<file path="config.mk">
export PLATFORM = sky130hd
export DESIGN_NAME = alu_unit
export DESIGN_NICKNAME = d
export VERILOG_FILES = /design/src/rtl/alu_unit.sv
export SDC_FILE = /design/constraint.sdc
export NUM_CORES = 1
export LEC_CHECK = 0
export ABC_AREA = 1
export CAP_MARGIN = 15
export CORE_MARGIN = 2
export CORE_UTILIZATION = 28
export CTS_CLUSTER_DIAMETER = 60
export DETAILED_ROUTE_END_ITERATION = 10
export GPL_TIMING_DRIVEN = 0
export PLACE_DENSITY = 0.53
export SLEW_MARGIN = 20
export SYNTH_ARGS = -nofsm -noshare
export SYNTH_HDL_FRONTEND = slang
export SYNTH_SLANG_ARGS = --single-unit
</file>
<file path="constraint.sdc">
create_clock -name clk -period 27.2 [get_ports clk]
set_input_delay 5.44 -clock clk [delete_from_list [all_inputs] [get_ports clk]]
set_output_delay 5.44 -clock clk [all_outputs]
set_load 0.01 [all_outputs]
</file>
<file path="src/rtl/alu_unit.sv">
// 16-bit integer ALU: combinational result path plus registered status flags
// (c, l, f, z, n) that feed carry-in and condition evaluation.
module alu_unit #(
    parameter int WIDTH = 16
) (
    input  logic             clk,
    input  logic             reset,
    input  logic [WIDTH-1:0] dst,
    input  logic [WIDTH-1:0] src,
    input  logic [3:0]       oper,
    input  logic [3:0]       func,
    input  logic [3:0]       cond,
    input  logic             sign_ext_imm,
    output logic [WIDTH-1:0] result,
    output logic             c,
    output logic             l,
    output logic             f,
    output logic             z,
    output logic             n
);

    localparam int MSB = WIDTH - 1;

    // Primary opcodes
    localparam logic [3:0] OP_RR    = 4'b0000;
    localparam logic [3:0] OP_ANDI  = 4'b0001;
    localparam logic [3:0] OP_ORI   = 4'b0010;
    localparam logic [3:0] OP_XORI  = 4'b0011;
    localparam logic [3:0] OP_SPEC  = 4'b0100;
    localparam logic [3:0] OP_ADDI  = 4'b0101;
    localparam logic [3:0] OP_ADDUI = 4'b0110;
    localparam logic [3:0] OP_ADDCI = 4'b0111;
    localparam logic [3:0] OP_SHIFT = 4'b1000;
    localparam logic [3:0] OP_SUBI  = 4'b1001;
    localparam logic [3:0] OP_SUBCI = 4'b1010;
    localparam logic [3:0] OP_CMPI  = 4'b1011;
    localparam logic [3:0] OP_BCOND = 4'b1100;
    localparam logic [3:0] OP_MOVI  = 4'b1101;
    localparam logic [3:0] OP_MULI  = 4'b1110;
    localparam logic [3:0] OP_LUI   = 4'b1111;

    // Extended opcodes for OP_RR
    localparam logic [3:0] FN_AND  = 4'b0001;
    localparam logic [3:0] FN_OR   = 4'b0010;
    localparam logic [3:0] FN_XOR  = 4'b0011;
    localparam logic [3:0] FN_NOT  = 4'b0100;
    localparam logic [3:0] FN_ADD  = 4'b0101;
    localparam logic [3:0] FN_ADDU = 4'b0110;
    localparam logic [3:0] FN_ADDC = 4'b0111;
    localparam logic [3:0] FN_SUB  = 4'b1001;
    localparam logic [3:0] FN_SUBC = 4'b1010;
    localparam logic [3:0] FN_CMP  = 4'b1011;
    localparam logic [3:0] FN_MOV  = 4'b1101;
    localparam logic [3:0] FN_MUL  = 4'b1110;
    localparam logic [3:0] FN_AND2 = 4'b1111;

    // Extended opcodes for OP_SPEC
    localparam logic [3:0] FN_PASS  = 4'b1000;
    localparam logic [3:0] FN_JCOND = 4'b1100;
    localparam logic [3:0] FN_SCOND = 4'b1101;

    // Extended opcodes for OP_SHIFT
    localparam logic [3:0] FN_SLL  = 4'b0000;
    localparam logic [3:0] FN_SRL  = 4'b0001;
    localparam logic [3:0] FN_SAL  = 4'b0010;
    localparam logic [3:0] FN_SAR  = 4'b0011;
    localparam logic [3:0] FN_LSH  = 4'b0100;
    localparam logic [3:0] FN_ASHU = 4'b0110;

    function automatic logic cond_true(input logic [3:0] sel, input logic fc, input logic fl,
                                       input logic ff, input logic fz, input logic fn);
        case (sel)
            4'd0:    cond_true = fz;
            4'd1:    cond_true = !fz;
            4'd2:    cond_true = fc;
            4'd3:    cond_true = !fc;
            4'd4:    cond_true = fl;
            4'd5:    cond_true = !fl;
            4'd6:    cond_true = fn;
            4'd7:    cond_true = !fn;
            4'd8:    cond_true = ff;
            4'd9:    cond_true = !ff;
            4'd10:   cond_true = !fl && !fz;
            4'd11:   cond_true = fl || fz;
            4'd12:   cond_true = !fn && !fz;
            4'd13:   cond_true = fn || fz;
            4'd14:   cond_true = 1'b1;
            default: cond_true = 1'b0;
        endcase
    endfunction

    logic             is_reg_form;
    logic [WIDTH-1:0] s_op;
    logic             uses_carry;
    logic             sets_add_flags;
    logic             sets_sub_flags;
    logic             sets_cmp_flags;
    logic             t_cond;

    assign is_reg_form = (oper == OP_RR) || (oper == OP_SPEC) || (oper == OP_SHIFT);
    assign s_op = (!is_reg_form && sign_ext_imm) ? {{(WIDTH-8){src[7]}}, src[7:0]} : src;

    assign uses_carry = (oper == OP_RR && (func == FN_ADDC || func == FN_SUBC))
                     || oper == OP_ADDCI || oper == OP_SUBCI;
    assign sets_add_flags = (oper == OP_RR && (func == FN_ADD || func == FN_ADDC))
                         || oper == OP_ADDI || oper == OP_ADDCI;
    assign sets_sub_flags = (oper == OP_RR && (func == FN_SUB || func == FN_SUBC))
                         || oper == OP_SUBI || oper == OP_SUBCI;
    assign sets_cmp_flags = (oper == OP_RR && func == FN_CMP) || oper == OP_CMPI;

    assign t_cond = cond_true(cond, c, l, f, z, n);

    // One 17-bit adder and subtractor serve every add/sub/cmp variant; bit 16 is carry/borrow.
    logic [WIDTH:0]   carry_in;
    logic [WIDTH:0]   sum_x;
    logic [WIDTH:0]   diff_x;
    logic [WIDTH-1:0] sum;
    logic [WIDTH-1:0] diff;
    logic             add_ovf;
    logic             sub_ovf;
    logic [WIDTH-1:0] mul_lo;

    assign carry_in = {{WIDTH{1'b0}}, uses_carry & c};
    assign sum_x    = {1'b0, dst} + {1'b0, s_op} + carry_in;
    assign diff_x   = {1'b0, dst} - {1'b0, s_op} - carry_in;
    assign sum      = sum_x[WIDTH-1:0];
    assign diff     = diff_x[WIDTH-1:0];
    assign add_ovf  = (dst[MSB] == s_op[MSB]) && (sum[MSB] != dst[MSB]);
    assign sub_ovf  = (dst[MSB] != s_op[MSB]) && (diff[MSB] != dst[MSB]);
    assign mul_lo   = dst * s_op;

    // Right shifts use the two's-complement of the 5-bit count; any count >= 16 saturates.
    logic [4:0]       rcount;
    logic [WIDTH-1:0] sll_val;
    logic [WIDTH-1:0] srl_val;
    logic [WIDTH-1:0] sar_val;

    assign rcount  = 5'd0 - src[4:0];
    assign sll_val = dst << src[3:0];
    assign srl_val = rcount[4] ? '0 : (dst >> rcount[3:0]);
    assign sar_val = rcount[4] ? {WIDTH{dst[MSB]}} : WIDTH'($signed(dst) >>> rcount[3:0]);

    // NOTE: result gets a default before the case so no path through the block can infer a latch.
    always_comb begin
        result = '0;
        case (oper)
            OP_RR: begin
                case (func)
                    FN_ADD, FN_ADDU, FN_ADDC: result = sum;
                    FN_SUB, FN_SUBC, FN_CMP:  result = diff;
                    FN_MUL:                   result = mul_lo;
                    FN_AND, FN_AND2:          result = dst & s_op;
                    FN_OR:                    result = dst | s_op;
                    FN_XOR:                   result = dst ^ s_op;
                    FN_NOT:                   result = ~dst;
                    FN_MOV:                   result = s_op;
                    default:                  result = '0;
                endcase
            end
            OP_ANDI:                       result = dst & s_op;
            OP_ORI:                        result = dst | s_op;
            OP_XORI:                       result = dst ^ s_op;
            OP_ADDI, OP_ADDUI, OP_ADDCI:   result = sum;
            OP_SUBI, OP_SUBCI, OP_CMPI:    result = diff;
            OP_MOVI:                       result = s_op;
            OP_MULI:                       result = mul_lo;
            OP_LUI:                        result = {dst[7:0], src[7:0]};
            OP_BCOND:                      result = t_cond ? sum : dst;
            OP_SPEC: begin
                case (func)
                    FN_PASS:  result = src;
                    FN_SCOND: result = {{(WIDTH-1){1'b0}}, t_cond};
                    FN_JCOND: result = t_cond ? src : dst;
                    default:  result = '0;
                endcase
            end
            OP_SHIFT: begin
                case (func)
                    FN_SLL, FN_SAL: result = sll_val;
                    FN_SRL:         result = srl_val;
                    FN_SAR:         result = sar_val;
                    FN_LSH:         result = src[4] ? srl_val : sll_val;
                    FN_ASHU:        result = src[4] ? sar_val : sll_val;
                    default:        result = '0;
                endcase
            end
            default: result = '0;
        endcase
    end

    // NOTE: flags are state, so they are written with non-blocking assignments only.
    always_ff @(posedge clk or posedge reset) begin
        if (reset) begin
            c <= 1'b0;
            l <= 1'b0;
            f <= 1'b0;
            z <= 1'b0;
            n <= 1'b0;
        end else if (sets_add_flags) begin
            c <= sum_x[WIDTH];
            f <= add_ovf;
        end else if (sets_sub_flags) begin
            c <= diff_x[WIDTH];
            f <= sub_ovf;
        end else if (sets_cmp_flags) begin
            z <= (dst == s_op);
            l <= diff_x[WIDTH];
            n <= ($signed(dst) < $signed(s_op));
        end
    end

endmodule

</file>
==> impl_metrics.env <==
export IMPL_holdWs_ns=0.635
export IMPL_clkSinkCount=5
export IMPL_synthCells=1815
export IMPL_fmax_mhz=53.3
export IMPL_relSlewSlack_pct=23.8
export IMPL_rsz0062_at_grt="false"
export IMPL_critPathRequiredTime_ns=21.76
export IMPL_synth_seq_cells=5
export IMPL_drive_gt1_share_pct=4.72
export IMPL_gp_congestion=1.05
export IMPL_synth_flop_cell="dfrtp_1"
export IMPL_syn_nets=2075
export IMPL_areaGrowthSynthToFinish_pct=12.7
export IMPL_regArea_um2=125
export IMPL_insertion_delay_ns=0.22
export IMPL_tns_ns=0
export IMPL_synth_top_area_share_pct=15.2
export IMPL_nets=2147
export IMPL_dieArea_um2=41100
export IMPL_cp_common_cell="fa_1"
export IMPL_drt_pass1_iterations=6
export IMPL_cts_setup_buffers=0
export IMPL_finalSetupViolations=0
export IMPL_cts_resized=0
export IMPL_power_mw=0.879
export IMPL_netlist_top_cells_area="fa_1 (15%), ha_1 (15%), nand2_1 (14%)"
export IMPL_postRouteAntennaNets=0
export IMPL_crit_path_max_fanout=10
export IMPL_ys_seq_area_share_pct=1.13
export IMPL_cts_buffer_depth=2
export IMPL_grt_pass1_vias=12902
export IMPL_max_cap_violations=0
export IMPL_io_buffers=67
export IMPL_synthArstFlopShare_pct=100
export IMPL_fillers=4388
export IMPL_critical_path_class="input port to output port"
export IMPL_vias=13391
export IMPL_first_iter_violations=1681
export IMPL_yosys_warnings=0
export IMPL_min_period_over_period_pct=69.0
export IMPL_grt_pass1_wl_um=84600
export IMPL_p_per_area_nw_per_um2=70.5
export IMPL_htreeDepth=1
export IMPL_cts_buffers=3
export IMPL_layoutNonFillerInstCount=2404
export IMPL_min_period_ns=18.78
export IMPL_root_buffer="clkbuf_16"
export IMPL_tightest_slew_ns=1.14
export IMPL_worst_clock_skew_ns=0.000314
export IMPL_die_h_um=203
export IMPL_hpwl_um=47000
export IMPL_maxSlewViolCount=0
export IMPL_yosysMostFrequentCell="nand2_1"
export IMPL_vias_per_cell=5.57
export IMPL_diodes=0
export IMPL_ys_types=65
export IMPL_arrival_ns=13.34
export IMPL_drc=0
export IMPL_end_kind="output port"
export IMPL_initial_core_util_pct=28.5
export IMPL_dieWidth_um=203
export IMPL_crit_chain="clkdlybuf4s50_1 -> buf_2 -> clkbuf_1 -> buf_1 -> nand2_1 -> fa_1 -> inv_1 -> fa_1 -> fa_1 -> fa_1 -> inv_1 -> fa_1 -> fa_1 -> inv_1 -> ha_1 -> nand4_1 -> o311ai_1 -> inv_1 -> nand3_1 -> nand3_1 -> nand4_1 -> nand2_1 -> nand2_1 -> clkdlybuf4s50_1"
export IMPL_avgSynthCellArea_um2=6.10
export IMPL_p_leak_nw=6.27
export IMPL_synth_cells_most_frequent="nand2_1 (404), inv_1 (355), nor2_1 (131)"
export IMPL_synth_top_cell_by_area="fa_1"
export IMPL_status="finished clean"
export IMPL_grt_ovfl_total=0
export IMPL_dp_cells=2400
export IMPL_grt_max_degree=16
export IMPL_core_area_um2=38800
export IMPL_grt_use_total_pct=27.8
export IMPL_cts_tree="yes"
export IMPL_hp_class="flop to flop"
export IMPL_drt_wl_total_um=58300
export IMPL_startpoint_type="input port"
export IMPL_rows=72
export IMPL_hold_buffers=0
export IMPL_synth_edff_count=0
export IMPL_num_io_pins=68
export IMPL_ir_worst_vdd_v=0.000101
export IMPL_multi_input_area_um2=9240
export IMPL_critPathMaxStageDelay_ns=0.73
export IMPL_hold_viol_final=0
export IMPL_slowest_stage="o311ai_1"
export IMPL_syn_area_um2=11100
export IMPL_antenna_found_initial=0
export IMPL_cts_clk_slew_worst_paths_ns=0.03
export IMPL_wire_per_inst_um=24.3
[metrics by stage]
step	setup WS [ns]	util [%]	area (um^2)
after floorplan	11.00	-	11100
after global placement	8.08	31.9	12400
after detailed placement	8.51	31.9	12400
after CTS	8.48	32.1	12500
after global routing	8.14	32.1	12500
final	8.42	32.1	12500
[worst paths after layout]
kind | to | slack [ns] | startpoint | cells past startpoint
min in group asynchronous | l$_DFFE_PP0P_ | 5.41 | reset | 2
hold / removal | f$_DFFE_PP0N_ | 0.64 | f$_DFFE_PP0N_ | 2
setup reg to reg | c$_DFFE_PP0N_ | 23.46 | c$_DFFE_PP0N_ | 17
max in group asynchronous | n$_DFFE_PP0P_ | 21.63 | reset | 2
setup / recovery | result[15] | 8.42 | src[1] | 24
hold reg to reg | f$_DFFE_PP0N_ | 0.64 | f$_DFFE_PP0N_ | 2
[final cells by class]
| cell class | count | share of cell area, % |
|---|---|---|
| plain buffers | 66 | 2.48 |
| clock buffers | 4 | 0.632 |
| inverters | 372 | 11.2 |
| multi-input cells | 1372 | 74.1 |
| flip-flops and latches | 5 | 1.00 |
| well taps | 518 | 5.20 |
| repair buffers | 67 | 5.38 |
[flip-flops by register name, indices dropped and copies added (netlist names)]
name  cells
l         1
c         1
f         1
z         1
n         1
[routing by layer]
metal	vias up	global-route usage, %	part of all wire [%]
met5	-	0	0
met4	0	10.8	4.7
met3	153	4.67	11
met2	842	43.0	42
met1	6332	38.5	42
li1	6064	-	-
[cells by family after synthesis]
logic type / Yosys count / share of synthesized area [%]
buf+inv: 438 / 15.4
mux: 5 / 0.452
flops: 5 / 1.13
compound gates: 416 / 22.9
fa+ha+maj: 213 / 29.8
simple gates: 693 / 26.4
xor+xnor: 45 / 3.82
[layout by cell type (no fill, tap or decap), drive strengths merged, types with 11 or more instances in the layout]
cell           count
a21oi            103
buf               29
clkbuf            41
clkdlybuf4s50     67
fa                84
ha               129
inv              368
nand2            414
nand3             88
nand4             18
nor2             140
nor3              12
o2111ai           16
o211ai            16
o21ai            138
o22ai             63
or2               13
xnor2             11
xor2              33
[critical path: cells and delay by family]
family                   cells  cell delay (ns)
AO/OA/AOI/OAI                1             0.73
AND/OR/NAND/NOR              7             0.99
adder cells (fa/ha/maj)      7             3.49
buffers and inverters        9             2.64
[report_power, final]
group | switching (mW) | leakage [nW] | internal [mW]
logic | 0.566 | 6.17 | 0.278
registers | 0.00260 | 0.0621 | 0.00940
clock network | 0.00426 | 0.0382 | 0.0194
total | 0.573 | 6.27 | 0.307
No activity file was read; power rests on OpenSTA's default activity.
